`config.mk`:
```
export PLATFORM = sky130hd
export DESIGN_NAME = conv_result_collector
export DESIGN_NICKNAME = d
export VERILOG_FILES = /design/src/rtl/conv_result_collector.sv
export SDC_FILE = /design/constraint.sdc
export NUM_CORES = 1
export LEC_CHECK = 0
export CORE_MARGIN = 2
export CORE_UTILIZATION = 40
export DETAILED_ROUTE_END_ITERATION = 16
export GPL_TIMING_DRIVEN = 0
export PLACE_DENSITY = 0.62
export SLEW_MARGIN = 10
export SYNTH_ARGS = -nofsm -noshare
export SYNTH_HDL_FRONTEND = slang
export SYNTH_SLANG_ARGS = --single-unit
```
`constraint.sdc`:
```
create_clock -name clk -period 9.75 [get_ports clk]
set_input_delay 1.4625 -clock clk [delete_from_list [all_inputs] [get_ports clk]]
set_output_delay 1.4625 -clock clk [all_outputs]
set_load 0.005 [all_outputs]
```
`src/rtl/conv_result_collector.sv`:
```
// Cross-channel result collector: captures per-channel accumulates, sums them, adds bias,
// saturates and queues results in a FWFT FIFO. Optional macro RESULT_COLLECTOR_RELU_EN adds ReLU after saturation.
//
// state     | meaning
// ----------+-------------------------------------------------------
// S_COLLECT | waiting for every channel flag; captures always active
// S_ACC     | summing one snapshot word per cycle
// S_SAT     | add bias, clamp to signed DATA_WIDTH, register result
// S_PUSH    | write result into the output FIFO
module conv_result_collector #(
    parameter int DATA_WIDTH = 32,
    parameter int CHANNELS   = 1,
    parameter int FIFO_DEPTH = 16
) (
    input  logic                             clk,
    input  logic                             rst_n,
    input  logic                             clear,
    input  logic [CHANNELS*DATA_WIDTH-1:0]   cSum,
    input  logic [CHANNELS-1:0]              cReady,
    input  logic [DATA_WIDTH-1:0]            bias,
    output logic [DATA_WIDTH-1:0]            m_data,
    output logic                             m_valid,
    input  logic                             m_ready,
    output logic [$clog2(FIFO_DEPTH+1)-1:0]  fifo_count,
    output logic                             overflow,
    output logic                             busy
);

    localparam int ACC_W  = DATA_WIDTH + $clog2(CHANNELS) + 2;
    localparam int IDX_W  = (CHANNELS > 1) ? $clog2(CHANNELS) : 1;
    localparam int WORK_N = 1 << IDX_W;
    localparam int PTR_W  = $clog2(FIFO_DEPTH);
    localparam int CNT_W  = $clog2(FIFO_DEPTH + 1);

    localparam logic signed [DATA_WIDTH-1:0] MAX_D = {1'b0, {(DATA_WIDTH-1){1'b1}}};
    localparam logic signed [DATA_WIDTH-1:0] MIN_D = {1'b1, {(DATA_WIDTH-1){1'b0}}};

    typedef enum logic [1:0] {S_COLLECT, S_ACC, S_SAT, S_PUSH} state_t;

    state_t                         r_state, w_next;
    logic [CHANNELS-1:0]            r_ready_prev, r_flag;
    logic signed [DATA_WIDTH-1:0]   r_cap  [CHANNELS];
    logic signed [DATA_WIDTH-1:0]   r_work [WORK_N];
    logic signed [ACC_W-1:0]        r_acc;
    logic [IDX_W-1:0]               r_idx;
    logic [DATA_WIDTH-1:0]          r_result;

    logic [DATA_WIDTH-1:0]          r_mem [FIFO_DEPTH];
    logic [PTR_W-1:0]               r_rd, r_wr;
    logic [CNT_W-1:0]               r_count;
    logic                           r_ovf;
    logic [DATA_WIDTH-1:0]          r_last;

    logic [CHANNELS-1:0]            w_rise;
    logic                           w_all, w_start;
    logic signed [ACC_W-1:0]        w_sum;
    logic [DATA_WIDTH-1:0]          w_sat;
    logic                           w_push, w_pop, w_full, w_wr_en;

    assign w_rise  = cReady & ~r_ready_prev;
    assign w_all   = &r_flag;
    assign w_start = (r_state == S_COLLECT) && w_all;

    // Edge detector keeps tracking through clear so a held level is not re-counted.
    always_ff @(posedge clk or negedge rst_n) begin
        if (!rst_n) r_ready_prev <= '0;
        else        r_ready_prev <= cReady;
    end

    always_ff @(posedge clk or negedge rst_n) begin
        if (!rst_n) begin
            r_flag <= '0;
            for (int n = 0; n < CHANNELS; n++) r_cap[n] <= '0;
        end else if (clear) begin
            r_flag <= '0;
            for (int n = 0; n < CHANNELS; n++) r_cap[n] <= '0;
        end else begin
            for (int n = 0; n < CHANNELS; n++) begin
                if (w_rise[n]) begin
                    r_cap[n]  <= cSum[n*DATA_WIDTH +: DATA_WIDTH];
                    r_flag[n] <= 1'b1;
                end else if (w_start) begin
                    r_flag[n] <= 1'b0;
                end
            end
        end
    end

    always_comb begin
        w_next = r_state;
        case (r_state)
            S_COLLECT: if (w_all) w_next = S_ACC;
            S_ACC:     if (r_idx == IDX_W'(CHANNELS - 1)) w_next = S_SAT;
            S_SAT:     w_next = S_PUSH;
            S_PUSH:    w_next = S_COLLECT;
            default:   w_next = S_COLLECT;
        endcase
    end

    assign w_sum = r_acc + ACC_W'($signed(bias));

    always_comb begin
        w_sat = w_sum[DATA_WIDTH-1:0];
        if (w_sum > ACC_W'(MAX_D))      w_sat = MAX_D;
        else if (w_sum < ACC_W'(MIN_D)) w_sat = MIN_D;
`ifdef RESULT_COLLECTOR_RELU_EN
        if (w_sat[DATA_WIDTH-1]) w_sat = '0;
`endif
    end

    always_ff @(posedge clk or negedge rst_n) begin
        if (!rst_n) begin
            r_state  <= S_COLLECT;
            r_acc    <= '0;
            r_idx    <= '0;
            r_result <= '0;
            for (int n = 0; n < WORK_N; n++) r_work[n] <= '0;
        end else if (clear) begin
            r_state  <= S_COLLECT;
            r_acc    <= '0;
            r_idx    <= '0;
            r_result <= '0;
            for (int n = 0; n < WORK_N; n++) r_work[n] <= '0;
        end else begin
            r_state <= w_next;
            case (r_state)
                S_COLLECT: if (w_all) begin
                    for (int n = 0; n < CHANNELS; n++) r_work[n] <= r_cap[n];
                    r_acc <= '0;
                    r_idx <= '0;
                end
                S_ACC: begin
                    r_acc <= r_acc + ACC_W'(r_work[r_idx]);
                    r_idx <= r_idx + IDX_W'(1);
                end
                S_SAT:   r_result <= w_sat;
                default: ;
            endcase
        end
    end

    // When full, a push is only accepted if the head leaves in the same cycle.
    assign w_push  = (r_state == S_PUSH) && !clear;
    assign w_pop   = m_valid && m_ready;
    assign w_full  = (r_count == CNT_W'(FIFO_DEPTH));
    assign w_wr_en = w_push && (!w_full || w_pop);

    always_ff @(posedge clk) begin
        if (w_wr_en) r_mem[r_wr] <= r_result;
    end

    always_ff @(posedge clk or negedge rst_n) begin
        if (!rst_n) begin
            r_rd    <= '0;
            r_wr    <= '0;
            r_count <= '0;
            r_ovf   <= 1'b0;
            r_last  <= '0;
        end else if (clear) begin
            r_rd    <= '0;
            r_wr    <= '0;
            r_count <= '0;
            r_ovf   <= 1'b0;
            r_last  <= '0;
        end else begin
            if (w_pop) begin
                r_rd   <= r_rd + PTR_W'(1);
                r_last <= r_mem[r_rd];
            end
            if (w_wr_en)     r_wr  <= r_wr + PTR_W'(1);
            else if (w_push) r_ovf <= 1'b1;
            if (w_wr_en && !w_pop)      r_count <= r_count + CNT_W'(1);
            else if (!w_wr_en && w_pop) r_count <= r_count - CNT_W'(1);
        end
    end

    assign m_valid    = (r_count != '0);
    assign m_data     = m_valid ? r_mem[r_rd] : r_last;
    assign fifo_count = r_count;
    assign overflow   = r_ovf;
    assign busy       = (r_state != S_COLLECT);

endmodule

```
==> impl_metrics.prom, run 1 <==
# TYPE chip_impl_metric gauge
chip_impl_metric{name="hold_viol",unit=""} 0
chip_impl_info{name="criticalPathCategory",value="register to primary output"} 1
chip_impl_metric{name="boundaryPins",unit=""} 109
chip_impl_info{name="mostFrequentLayoutCell",value="edfxtp_1"} 1
chip_impl_metric{name="place_hpwl",unit="mm"} 57.52
chip_impl_info{name="crit_family",value="buffers and inverters"} 1
chip_impl_info{name="hold_path.class",value="register to register"} 1
chip_impl_metric{name="rr_worst_depth",unit=""} 13
chip_impl_metric{name="total_leakage_power",unit="nW"} 13.27
chip_impl_metric{name="postCtsSetupRepairBufs",unit=""} 0
chip_impl_metric{name="layout_worst_path_cycle_share",unit=""} 0.5975
chip_impl_metric{name="overflow",unit=""} 0
chip_impl_metric{name="synth.yosys.seq_area_share",unit=""} 0.6442
chip_impl_metric{name="hold_buffers",unit=""} 0
chip_impl_metric{name="reg2reg_slack",unit="ns"} 5.18
chip_impl_metric{name="worst_ep_arrival_time",unit="ns"} 4.36
chip_impl_metric{name="post_route_cells_drive_above_1_share",unit=""} 0.1242
chip_impl_metric{name="synthesis_stage_register_bit_count",unit=""} 693
chip_impl_metric{name="core_area",unit="sq um"} 76200
chip_impl_metric{name="grt_start_max_net_pins",unit=""} 103
chip_impl_metric{name="drcViolationCount",unit=""} 0
chip_impl_metric{name="vdd_drop_max",unit="V"} 0.0001262
chip_impl_metric{name="wire_length_of_the_first_global_routing_pass",unit="mm"} 120.2
chip_impl_metric{name="place_worst_setup_slack",unit="ns"} 4.302
chip_impl_metric{name="worst_slack",unit="ns"} 3.924
chip_impl_info{name="min-delay-start",value="r_work[54]"} 1
chip_impl_metric{name="port_buffers",unit=""} 107
chip_impl_metric{name="insertion_delay",unit="ns"} 0.63
chip_impl_metric{name="path_clk_slew",unit="ns"} 0.06
chip_impl_metric{name="timing.hold.worst_path_depth",unit=""} 2
chip_impl_info{name="rr_endpoint",value="fifo_count[4]"} 1
chip_impl_metric{name="route.detailed.wl_per_inst",unit="um"} 23.14
chip_impl_metric{name="timing_worst_slew_pin_value",unit="ns"} 1.168
chip_impl_metric{name="timing.max_cap.violations",unit=""} 0
chip_impl_metric{name="cp.buffers_inverters",unit=""} 4
chip_impl_info{name="crit_path_frequent_cell",value="clkbuf_1"} 1
chip_impl_metric{name="fin_total_pwr",unit="W"} 0.008127
chip_impl_metric{name="cts_htree_levels",unit=""} 3
chip_impl_metric{name="synth.lib_cells_used.distinct",unit=""} 76
chip_impl_metric{name="drtIter0Drc",unit=""} 1764
chip_impl_info{name="clock_tree.root_cell",value="clkbuf_16"} 1
chip_impl_metric{name="number_of_clock_sinks",unit=""} 693
chip_impl_metric{name="postSynthNetCount",unit=""} 2359
chip_impl_metric{name="tritoncts.num_buffers",unit=""} 74
chip_impl_metric{name="pwr_density_cell",unit="nW/um^2"} 224.9
chip_impl_metric{name="final_core_utilization",unit=""} 0.4742
chip_impl_metric{name="global_route.usage.total",unit=""} 0.2057
chip_impl_metric{name="number_of_synthesized_flops_with_an_enable_pin",unit=""} 512
chip_impl_info{name="postSynth.topFlopCell",value="edfxtp_1"} 1
chip_impl_metric{name="synthArstFlopShare",unit=""} 0.2612
chip_impl_info{name="element_type_at_the_critical_path_end",value="primary output"} 1
chip_impl_metric{name="floorplan.die.height",unit="um"} 281.9
chip_impl_metric{name="post_synthesis_mean_instance_area",unit="sq um"} 13.99
chip_impl_metric{name="ant_nets",unit=""} 0
chip_impl_metric{name="place.gp.congestion",unit=""} 0.8777
chip_impl_metric{name="die-area",unit="sq um"} 79490
chip_impl_info{name="setup.worst_path.start_class",value="register"} 1
chip_impl_metric{name="timing.critical_path.fanout_max",unit=""} 10
chip_impl_metric{name="design.final.nets",unit=""} 2572
chip_impl_metric{name="timing.fmax",unit="MHz"} 171.7
chip_impl_metric{name="synthesis.instances",unit=""} 2209
chip_impl_info{name="critical-path-slowest-cell",value="clkbuf_1"} 1
chip_impl_metric{name="critPathRequiredTime",unit="ns"} 8.29
chip_impl_info{name="critical_path_cell_sequence",value="clkbuf_1 -> clkbuf_1 -> buf_1 -> mux2i_1 -> a221oi_1 -> o21ai_0 -> nand2_1 -> mux2_2 -> clkdlybuf4s50_1"} 1
chip_impl_info{name="most_frequent_cells_in_the_layout",value="512 x edfxtp_1, 184 x nand2_1, 181 x dfrtp_1"} 1
chip_impl_metric{name="via_count",unit=""} 19360
chip_impl_info{name="setup_repair_after_global_routing_missed_its_margin",value="false"} 1
chip_impl_metric{name="yosysWarnings",unit=""} 0
chip_impl_metric{name="cts-resized-gates",unit=""} 0
chip_impl_metric{name="finClkSkew",unit="ns"} 0.02272
chip_impl_metric{name="floorplan.rows",unit=""} 101
chip_impl_metric{name="worst_max_slew_margin_expressed_relative_to_the_limit",unit=""} 0.2213
chip_impl_metric{name="finalWorstPathRequiredPeriod",unit="ns"} 5.826
chip_impl_metric{name="critPathMaxStageDelay",unit="ns"} 0.84
chip_impl_metric{name="cts_buffer_depth",unit=""} 3
chip_impl_metric{name="areaGrowthSynthToFinish",unit="%"} 16.95
chip_impl_metric{name="number_of_global_route_vias_before_repair",unit=""} 19330
chip_impl_info{name="outcome",value="finished clean"} 1
chip_impl_metric{name="grt_antenna_before_repair",unit=""} 5
chip_impl_metric{name="syn-cell-area",unit="sq um"} 30900
chip_impl_metric{name="setup_viol_count_final",unit=""} 0
chip_impl_info{name="clock_tree_from_tritoncts",value="done"} 1
chip_impl_info{name="hold_crit_endpoint",value="r_work[54]"} 1
chip_impl_metric{name="timing_max_transition_violations_final",unit=""} 0
chip_impl_metric{name="routed_via_density",unit=""} 5.515
chip_impl_metric{name="floorplan.initialDensity",unit=""} 0.4055
chip_impl_metric{name="die_w",unit="um"} 281.9
chip_impl_metric{name="drtPass1Iterations",unit=""} 6
chip_impl_info{name="crit-reg2reg-launch",value="fifo_count[1]"} 1
chip_impl_metric{name="total_wire_length_after_detailed_routing",unit="mm"} 81.21
-- routing by layer --
metal,vias to the layer above,wire length (um),GRT usage
li1,8852,-,-
met1,9780,33460,0.2626
met2,581,40720,0.3580
met3,139,4696,0.03389
met4,6,2295,0.06356
met5,-,34,0
-- power breakdown --
part / switching [W] / internal, W / leakage, nW
Sequential: 0.000221 / 0.00340 / 7.21
Clock: 0.00116 / 0.00162 / 1.18
Combinational: 0.000915 / 0.000812 / 4.87
Total: 0.00229 / 0.00584 / 13.3
-- tightest hold or removal path, stage by stage, from the launching register on --
cell and delay [ns]:
dfrtp_1 0.33, nand2_1 0.05, o21ai_0 0.06
-- worst max-delay path by stage --
stage                     startpoint      endpoint  slack [ns]  cells after the start
after floorplan                clear   r_mem[4][0]        4.80                      5
after global placement         rst_n    r_last[11]       -0.70                      1
after detailed placement     bias[0]  r_result[28]        4.30                     16
after CTS                    r_rd[0]    m_data[14]        3.91                      9
after global routing         r_rd[0]    m_data[17]        3.67                      9
final                        r_rd[0]    m_data[14]        3.92                      9
-- area by class of cell --
| class | count | area (sq um) |
|---|---|---|
| plain buffers | 120 | 508.0 |
| well taps | 1030 | 1289 |
| multi-input cells | 1360 | 10420 |
| flip-flops and latches | 693 | 19900 |
| diodes | 1 | 2.502 |
| fillers | 6605 | 40060 |
| clock inverters | 40 | 399.1 |
| repair buffers | 137 | 1490 |
| clock buffers | 93 | 1996 |
| inverters | 36 | 135.1 |
-- per-stage QoR --
stage | setup TNS [ns] | hold WS (ns) | cell area (sq um) | cells
after global placement | -120.17 | 0.4560 | 33260 | 3346
final | 0 | 0.4720 | 36140 | 3510
after global routing | 0 | 0.5020 | 36140 | 3509
after detailed placement | 0 | 0.4641 | 33730 | 3375
after floorplan | 0 | 0.4422 | 30900 | 2209
after CTS | 0 | 0.4772 | 36120 | 3508
-- cell usage after synthesis (all sizes together) (24+ instances only) --
library cell,instances,area share
edfxtp,512,0.50
xor2,24,0.0068
a22o,37,0.010
xnor2,41,0.012
mux2,53,0.019
a21o,25,0.0062
nor3,43,0.0070
nor2,121,0.015
nand2,184,0.022
o21ai,142,0.024
dfrtp,181,0.15
a221oi,33,0.0094
ha,78,0.032
nand2b,46,0.0093
clkbuf,94,0.012
a22oi,34,0.0083
mux4,64,0.047
buf,26,0.0046
a21oi,110,0.018
nor2b,43,0.0087
mux2i,110,0.036
inv,36,0.0044
-- registers in the layout (all words and copies together) (netlist names), 2 cells and up --
name / count
r_mem: 512
r_acc: 34
r_cap: 32
r_last: 32
r_result: 32
r_work: 32
fifo_count: 5
r_rd: 4
r_wr: 4
r_state: 2
-- logic make-up (layout without fill, tap and decap cells) --
kind of cell / after synthesis / in the layout / synth area share
and+or+nand+nor: 504 / 504 / 0.07609
xor gates and xnor gates: 65 / 65 / 0.01903
DFF: 693 / 693 / 0.6442
adders and majority gates: 81 / 81 / 0.03353
buffers and inverters: 156 / 426 / 0.02073
AOI/OAI and AO/OA: 483 / 483 / 0.1049
muxes: 227 / 227 / 0.1016
other: 0 / 1 / 0
No activity file was read; power rests on OpenSTA's default activity.
==> run 2: changes to the inputs <==
--- a/config.mk
+++ b/config.mk
@@ -9,7 +9,7 @@
 export CORE_UTILIZATION = 40
 export DETAILED_ROUTE_END_ITERATION = 16
 export GPL_TIMING_DRIVEN = 0
-export PLACE_DENSITY = 0.62
+export PLACE_DENSITY = 0.64
 export SLEW_MARGIN = 10
 export SYNTH_ARGS = -nofsm -noshare
 export SYNTH_HDL_FRONTEND = slang
==> constraint.sdc (replaced) <==
create_clock -name clk -period 5.2 [get_ports clk]
set_input_delay 0.78 -clock clk [delete_from_list [all_inputs] [get_ports clk]]
set_output_delay 0.78 -clock clk [all_outputs]
set_load 0.005 [all_outputs]
==> run 2 against run 1 <==
Combinational power up 87%. Non-clock buffer count down 5. Largest power group unchanged. Power up 86%. Clock skew up 0.016 ns. Final area down 0.11%. Clock power up 84%.
==> impl_metrics.prom, run 2 (same netlist as run 1, synthesis figures left out) <==
# TYPE chip_impl_metric gauge
chip_impl_info{name="crit_family",value="buffers and inverters"} 1
chip_impl_metric{name="count_of_placed_standard_cells_including_taps",unit=""} 3371
chip_impl_info{name="crit_path_frequent_cell",value="clkbuf_1"} 1
chip_impl_info{name="mostFrequentLayoutCell",value="edfxtp_1"} 1
chip_impl_metric{name="total_wire_length_after_detailed_routing",unit="mm"} 80.73
chip_impl_metric{name="share_clk_of_total_power",unit=""} 0.337
chip_impl_metric{name="number_of_global_route_vias_before_repair",unit=""} 19640
chip_impl_metric{name="path_clk_slew",unit="ns"} 0.06
chip_impl_metric{name="fin_total_pwr",unit="W"} 0.01514
chip_impl_metric{name="overflow",unit=""} 0
chip_impl_metric{name="timing_max_transition_violations_final",unit=""} 0
chip_impl_metric{name="finalSetupTns",unit="ns"} 0
chip_impl_info{name="clock_tree.root_cell",value="clkbuf_16"} 1
chip_impl_metric{name="reg2reg_slack",unit="ns"} 0.46
chip_impl_metric{name="global_route.usage.total",unit=""} 0.2047
chip_impl_info{name="setup_repair_after_global_routing_missed_its_margin",value="false"} 1
chip_impl_metric{name="n_fill_cell",unit=""} 6597
chip_impl_metric{name="seq_power_share",unit=""} 0.449
chip_impl_metric{name="tritoncts.num_buffers",unit=""} 74
chip_impl_metric{name="power_report.internal_total",unit="W"} 0.01083
chip_impl_metric{name="timing_worst_slew_pin_value",unit="ns"} 1.181
chip_impl_metric{name="cp.buffers_inverters",unit=""} 4
chip_impl_metric{name="diodes",unit=""} 0
chip_impl_metric{name="place_hpwl",unit="mm"} 56.56
chip_impl_metric{name="die-area",unit="sq um"} 79490
chip_impl_metric{name="via_count",unit=""} 19310
chip_impl_metric{name="ant_nets",unit=""} 0
chip_impl_info{name="criticalPathCategory",value="register to primary output"} 1
chip_impl_info{name="outcome",value="finished clean"} 1
chip_impl_metric{name="grt_start_max_net_pins",unit=""} 101
chip_impl_metric{name="critPathRequiredTime",unit="ns"} 4.42
chip_impl_metric{name="areaGrowthSynthToFinish",unit="%"} 16.83
chip_impl_metric{name="cts_buffer_depth",unit=""} 3
chip_impl_info{name="largest_reg_by_ff_count",value="r_mem"} 1
chip_impl_metric{name="insertion_delay",unit="ns"} 0.63
chip_impl_info{name="rr_endpoint",value="fifo_count[4]"} 1
chip_impl_metric{name="port_buffers",unit=""} 107
chip_impl_metric{name="routed_via_density",unit=""} 5.506
chip_impl_info{name="critical-path-slowest-cell",value="buf_1"} 1
chip_impl_metric{name="worst_ep_arrival_time",unit="ns"} 4.22
chip_impl_metric{name="vdd_drop_max",unit="V"} 0.0002354
chip_impl_info{name="critical_path_cell_sequence",value="clkbuf_1 -> clkbuf_1 -> buf_1 -> mux2i_1 -> a221oi_1 -> a22oi_1 -> nand2_1 -> mux2_2 -> clkdlybuf4s50_1"} 1
chip_impl_metric{name="hold_viol",unit=""} 0
chip_impl_metric{name="die_w",unit="um"} 281.9
chip_impl_info{name="hold_path.class",value="input pin to async pin"} 1
chip_impl_metric{name="power.switching_fraction",unit=""} 0.2848
chip_impl_info{name="clock_tree_from_tritoncts",value="done"} 1
chip_impl_metric{name="pwr_density_cell",unit="nW/um^2"} 419.5
chip_impl_metric{name="rr_worst_depth",unit=""} 13
chip_impl_metric{name="cts_htree_levels",unit=""} 3
chip_impl_metric{name="instances_no_fill",unit=""} 3507
chip_impl_metric{name="drtPass1Iterations",unit=""} 6
chip_impl_metric{name="p_switching",unit="W"} 0.004314
chip_impl_metric{name="wire_length_of_the_first_global_routing_pass",unit="mm"} 120.2
chip_impl_metric{name="total_number_of_cells_along_the_worst_setup_path",unit=""} 9
chip_impl_metric{name="layout_worst_path_cycle_share",unit=""} 0.9611
chip_impl_metric{name="worst_max_slew_margin_expressed_relative_to_the_limit",unit=""} 0.2130
chip_impl_info{name="element_type_at_the_critical_path_end",value="primary output"} 1
chip_impl_metric{name="timing.max_cap.violations",unit=""} 0
chip_impl_metric{name="floorplan.rows",unit=""} 101
chip_impl_metric{name="hold_buffers",unit=""} 0
chip_impl_metric{name="largest_register_ffs",unit=""} 512
chip_impl_metric{name="number_of_clock_sinks",unit=""} 693
chip_impl_metric{name="pwr-share-comb",unit=""} 0.214
chip_impl_info{name="setup.worst_path.start_class",value="register"} 1
chip_impl_metric{name="floorplan.die.height",unit="um"} 281.9
chip_impl_metric{name="total_leakage_power",unit="nW"} 13.24
chip_impl_metric{name="postCtsSetupRepairBufs",unit=""} 0
chip_impl_metric{name="critPathMaxStageDelay",unit="ns"} 0.82
chip_impl_metric{name="finalWorstPathRequiredPeriod",unit="ns"} 4.998
chip_impl_metric{name="setup_viol_count_final",unit=""} 0
chip_impl_metric{name="drtIter0Drc",unit=""} 1665
chip_impl_info{name="most_frequent_cells_in_the_layout",value="512 x edfxtp_1, 184 x nand2_1, 181 x dfrtp_1"} 1
chip_impl_metric{name="core_area",unit="sq um"} 76200
chip_impl_info{name="crit-reg2reg-launch",value="fifo_count[1]"} 1
chip_impl_metric{name="worst_slack",unit="ns"} 0.2022
chip_impl_metric{name="timing.critical_path.fanout_max",unit=""} 10
chip_impl_metric{name="design.final.nets",unit=""} 2567
chip_impl_metric{name="finClkSkew",unit="ns"} 0.03913
chip_impl_metric{name="route.detailed.wl_per_inst",unit="um"} 23.02
chip_impl_metric{name="timing.hold.ws",unit="ns"} 0.1477
chip_impl_metric{name="post_route_cells_drive_above_1_share",unit=""} 0.1227
chip_impl_metric{name="boundaryPins",unit=""} 109
chip_impl_metric{name="grt_antenna_before_repair",unit=""} 3
chip_impl_metric{name="drcViolationCount",unit=""} 0
chip_impl_metric{name="floorplan.initialDensity",unit=""} 0.4055
chip_impl_metric{name="place.gp.congestion",unit=""} 0.8725
chip_impl_metric{name="timing.fmax",unit="MHz"} 200.1
chip_impl_info{name="top_regs",value="r_mem x512, r_acc x34"} 1
chip_impl_metric{name="place_worst_setup_slack",unit="ns"} 0.4062
run 2: changes by cell type in the layout (fill, tap and decap cells not counted), moves of 3 or more:
cell / change
clkbuf_1: +13
buf_1: -8
clkbuf_2: +6
buf_12: -4
buf_16: +4
clkinv_1: -4
buf_6: -3
bufinv_16: -3
clkinv_2: -3
inv_6: +3
run 2: metrics by stage:
stage / util / cell area [sq um]
2_1_floorplan: - / 30900
3_3_place_gp: 0.4365 / 33260
3_5_place_dp: 0.4425 / 33720
4_1_cts: 0.4736 / 36090
5_1_grt: 0.4737 / 36100
6_report: 0.4737 / 36100
run 2: timing repair:
action	4_1_cts	5_1_grt
endpoints found under the setup margin	14	29
pin swaps	0	0
resized for setup	5	14
run 2: metal layers:
layer  part of all wire  track usage  vias up
met5            0.00016            0        -
met4              0.039      0.07774        2
met3              0.059      0.03596      144
met2               0.49       0.3473      649
met1               0.42       0.2621     9696
li1                   -            -     8820
run 2: worst max path at each step:
stage                     slack (ns)           end    start
after global placement         -4.46    r_last[11]    rst_n
final                           0.20    m_data[23]  r_rd[0]
after global routing            0.02     m_data[3]  r_rd[0]
after CTS                       0.02    m_data[10]  r_rd[0]
after floorplan                 0.93   r_mem[4][0]    clear
after detailed placement        0.41  r_result[23]  bias[0]
run 2: final cells by class:
type / count / area (sq um) / area share
Inverter: 36 / 135.1 / 0.003743
Sequential cell: 693 / 19900 / 0.5514
Clock inverter: 29 / 297.8 / 0.008249
Clock buffer: 107 / 2048 / 0.05674
Tap cell: 1030 / 1289 / 0.03570
Multi-Input combinational cell: 1360 / 10420 / 0.2885
Timing Repair Buffer: 132 / 1471 / 0.04076
Buffer: 120 / 539.3 / 0.01494
run 2: worst reg2reg max path, cell delays in order (launching register included):
cell and delay (ns):
dfrtp_1 0.43, nor4_1 0.66, nand2b_1 0.11, clkbuf_1 0.52, nand2_1 0.94, nand2_1 0.31
ha_1 0.41, nor2b_1 0.16, o21ai_0 0.14, nand2b_1 0.13, or3b_2 0.46, a21oi_1 0.17
a21oi_1 0.06, a21oi_1 0.16
run 2: power groups by stage:
stage / Sequential, W / Combinational (W) / Clock, W
CTS: 0.00679 / 0.00327 / 0.00518
floorplan: 0.00671 / 0.00200 / 0
detailed placement: 0.00690 / 0.00326 / 0
global route: 0.00684 / 0.00350 / 0.00540
global placement: 0.00686 / 0.00319 / 0
finish: 0.00680 / 0.00324 / 0.00511
==> run 3: changes to the inputs <==
==> constraint.sdc (replaced) <==
create_clock -name clk -period 5.2 [get_ports clk]
set_input_delay 0.78 -clock clk [delete_from_list [all_inputs] [get_ports clk]]
set_output_delay 0.78 -clock clk [all_outputs]
set_load 0.1 [all_outputs]
==> run 3 against run 2 <==
Critical endpoint is now m_data[17]. Clock skew is essentially flat. Non-clock buffer count unchanged. Via count is 0.48% lower. Cell count unchanged. Utilization is 0.092 points lower. Largest cell class unchanged. Register-to-register slack improved by 0.03 ns. Die area did not move. Sequential power hardly changed.
==> impl_metrics.prom, run 3 (same netlist as run 1, synthesis figures left out) <==
# TYPE chip_impl_metric gauge
chip_impl_info{name="outcome",value="finished clean"} 1
chip_impl_info{name="clock_tree.root_cell",value="clkbuf_16"} 1
chip_impl_metric{name="stdcell_area",unit="sq um"} 36030
chip_impl_metric{name="route.detailed.wl_per_inst",unit="um"} 22.94
chip_impl_metric{name="grt_antenna_before_repair",unit=""} 3
chip_impl_metric{name="diodes",unit=""} 0
chip_impl_metric{name="timing.fmax",unit="MHz"} 201.9
chip_impl_metric{name="finalWorstPathRequiredPeriod",unit="ns"} 4.953
chip_impl_metric{name="critPathRequiredTime",unit="ns"} 4.42
chip_impl_metric{name="postCtsSetupRepairBufs",unit=""} 0
chip_impl_metric{name="overflow",unit=""} 0
chip_impl_metric{name="instances_no_fill",unit=""} 3507
chip_impl_metric{name="drcViolationCount",unit=""} 0
chip_impl_metric{name="drtPass1Iterations",unit=""} 7
chip_impl_metric{name="path_clk_slew",unit="ns"} 0.06
chip_impl_metric{name="floorplan.die.height",unit="um"} 281.9
chip_impl_metric{name="areaGrowthSynthToFinish",unit="%"} 16.60
chip_impl_metric{name="port_buffers",unit=""} 107
chip_impl_metric{name="via_count",unit=""} 19220
chip_impl_metric{name="timing.hold.ws",unit="ns"} 0.1491
chip_impl_metric{name="insertion_delay",unit="ns"} 0.63
chip_impl_metric{name="timing.critical_path.fanout_max",unit=""} 10
chip_impl_metric{name="n_fill_cell",unit=""} 6607
chip_impl_metric{name="setup_viol_count_final",unit=""} 0
chip_impl_metric{name="design.final.nets",unit=""} 2567
chip_impl_metric{name="timing_max_transition_violations_final",unit=""} 0
chip_impl_metric{name="floorplan.rows",unit=""} 101
chip_impl_metric{name="fin_total_pwr",unit="W"} 0.01648
chip_impl_info{name="top_regs",value="r_mem x512, r_acc x34"} 1
chip_impl_info{name="crit_family",value="buffers and inverters"} 1
chip_impl_metric{name="cts_htree_levels",unit=""} 3
chip_impl_info{name="setup.worst_path.start_class",value="register"} 1
chip_impl_metric{name="pwr_density_cell",unit="nW/um^2"} 457.4
chip_impl_metric{name="die-area",unit="sq um"} 79490
chip_impl_metric{name="count_of_placed_standard_cells_including_taps",unit=""} 3371
chip_impl_metric{name="number_of_global_route_vias_before_repair",unit=""} 19650
chip_impl_info{name="crit_path_frequent_cell",value="clkbuf_1"} 1
chip_impl_info{name="clock_tree_from_tritoncts",value="done"} 1
chip_impl_info{name="most_frequent_cells_in_the_layout",value="512 x edfxtp_1, 184 x nand2_1, 181 x dfrtp_1"} 1
chip_impl_metric{name="critPathMaxStageDelay",unit="ns"} 0.85
chip_impl_info{name="setup_repair_after_global_routing_missed_its_margin",value="true"} 1
chip_impl_metric{name="routed_via_density",unit=""} 5.480
chip_impl_metric{name="finClkSkew",unit="ns"} 0.03921
chip_impl_metric{name="tritoncts.num_buffers",unit=""} 74
chip_impl_metric{name="drtIter0Drc",unit=""} 1804
chip_impl_metric{name="place_area",unit="sq um"} 33720
chip_impl_metric{name="wire_length_of_the_first_global_routing_pass",unit="mm"} 120.1
chip_impl_metric{name="total_wire_length_after_detailed_routing",unit="mm"} 80.45
chip_impl_metric{name="met3_wirelength",unit="mm"} 5.014
chip_impl_info{name="largest_reg_by_ff_count",value="r_mem"} 1
chip_impl_metric{name="place_hpwl",unit="mm"} 56.56
chip_impl_metric{name="post_route_cells_drive_above_1_share",unit=""} 0.1369
chip_impl_metric{name="worst_max_slew_margin_expressed_relative_to_the_limit",unit=""} 0.2486
chip_impl_metric{name="worst_ep_arrival_time",unit="ns"} 4.17
chip_impl_metric{name="total_number_of_cells_along_the_worst_setup_path",unit=""} 10
chip_impl_metric{name="timing.max_cap.violations",unit=""} 0
chip_impl_info{name="rr_endpoint",value="fifo_count[4]"} 1
chip_impl_metric{name="reg2reg_slack",unit="ns"} 0.49
chip_impl_metric{name="grt_start_max_net_pins",unit=""} 101
chip_impl_metric{name="global_route.usage.total",unit=""} 0.2045
chip_impl_metric{name="routedLengthMet1",unit="mm"} 33.04
chip_impl_info{name="critical-path-slowest-cell",value="dlygate4sd2_1"} 1
chip_impl_metric{name="cts_buffer_depth",unit=""} 3
chip_impl_info{name="crit_start",value="r_rd[0]"} 1
chip_impl_info{name="crit-reg2reg-launch",value="fifo_count[1]"} 1
chip_impl_info{name="routed.top_layer",value="met5"} 1
chip_impl_info{name="criticalPathCategory",value="register to primary output"} 1
chip_impl_metric{name="layout_worst_path_cycle_share",unit=""} 0.9525
chip_impl_metric{name="ant_nets",unit=""} 0
chip_impl_metric{name="floorplan.initialDensity",unit=""} 0.4055
chip_impl_metric{name="largest_register_ffs",unit=""} 512
chip_impl_info{name="element_type_at_the_critical_path_end",value="primary output"} 1
chip_impl_metric{name="final_core_utilization",unit=""} 0.4728
chip_impl_metric{name="cp.buffers_inverters",unit=""} 5
chip_impl_metric{name="total_leakage_power",unit="nW"} 13.27
chip_impl_info{name="hold_path.class",value="input pin to async pin"} 1
chip_impl_metric{name="number_of_clock_sinks",unit=""} 693
chip_impl_info{name="mostFrequentLayoutCell",value="edfxtp_1"} 1
chip_impl_metric{name="timing_worst_slew_pin_value",unit="ns"} 1.127
chip_impl_metric{name="rr_worst_depth",unit=""} 13
chip_impl_metric{name="vdd_drop_max",unit="V"} 0.0003454
chip_impl_metric{name="core_area",unit="sq um"} 76200
chip_impl_info{name="crit_end",value="m_data[17]"} 1
chip_impl_metric{name="routed_wire_length_on_met2",unit="mm"} 39.31
chip_impl_metric{name="die_w",unit="um"} 281.9
chip_impl_metric{name="hold_viol",unit=""} 0
chip_impl_metric{name="place.gp.congestion",unit=""} 0.8725
chip_impl_info{name="critical_path_cell_sequence",value="clkbuf_1 -> clkbuf_1 -> clkbuf_4 -> buf_2 -> mux2i_1 -> a21oi_1 -> o21ai_0 -> nand2_1 -> mux2_2 -> dlygate4sd2_1"} 1
chip_impl_metric{name="boundaryPins",unit=""} 109
==> run 3: worst min-delay path by stage <==
stage | depth (start not counted) | from | endpoint
after detailed placement | 2 | r_work[50] | r_work[50]
after floorplan | 2 | r_work[32] | r_work[32]
after CTS | 1 | rst_n | overflow
after global placement | 2 | r_work[50] | r_work[50]
final | 1 | rst_n | r_last[23]
after global routing | 1 | rst_n | fifo_count[4]
==> run 3: what timing repair did <==
item / in CTS / in global routing
pin swaps: 0 / 0
resized for setup: 72 / 49
hold buffers: 0 / 0
endpoints found under the setup margin: 32 / 25
==> run 3: layout make-up <==
cell class                 instances  area (sq um)  share of cell area
multi-input combinational       1360         10420              0.2891
inverter                          36         135.1            0.003751
sequential                       693         19900              0.5524
clock inverter                    29         297.8            0.008265
clock buffer                     107          2048             0.05685
buffer                           120         569.3             0.01580
timing repair buffer             132          1371             0.03806
tap                             1030          1289             0.03577
==> run 3: power breakdown <==
| part | switching [W] | internal (W) | total [W] | leakage, nW |
|---|---|---|---|---|
| combinational | 0.00319 | 0.00139 | 0.00458 | 4.91 |
| clock | 0.00218 | 0.00292 | 0.00510 | 1.14 |
| sequential | 0.000414 | 0.00638 | 0.00680 | 7.21 |
==> run 3: through the flow <==
| stage | setup slack (ns) | TNS, ns |
|---|---|---|
| after floorplan | 0.5337 | 0 |
| final | 0.2469 | 0 |
| after global placement | -4.457 | -1116.63 |
| after detailed placement | -0.05571 | -0.07500 |
| after CTS | 0.002912 | 0 |
| after global routing | -0.005823 | -0.005823 |
==> run 3: metal layers <==
metal  track usage  vias up
met3       0.03588      145
met4       0.07542        2
li1              -     8811
met5             0        -
met2        0.3482      618
met1        0.2616     9643
==> run 3: worst reg2reg max path, delay by kind of cell (launching register included) <==
family | cells | cell delay (ns)
buffers and inverters | 1 | 0.50
DFF | 1 | 0.43
AOI/OAI and AO/OA | 4 | 0.53
adders and majority gates | 1 | 0.41
and+or+nand+nor | 7 | 2.78
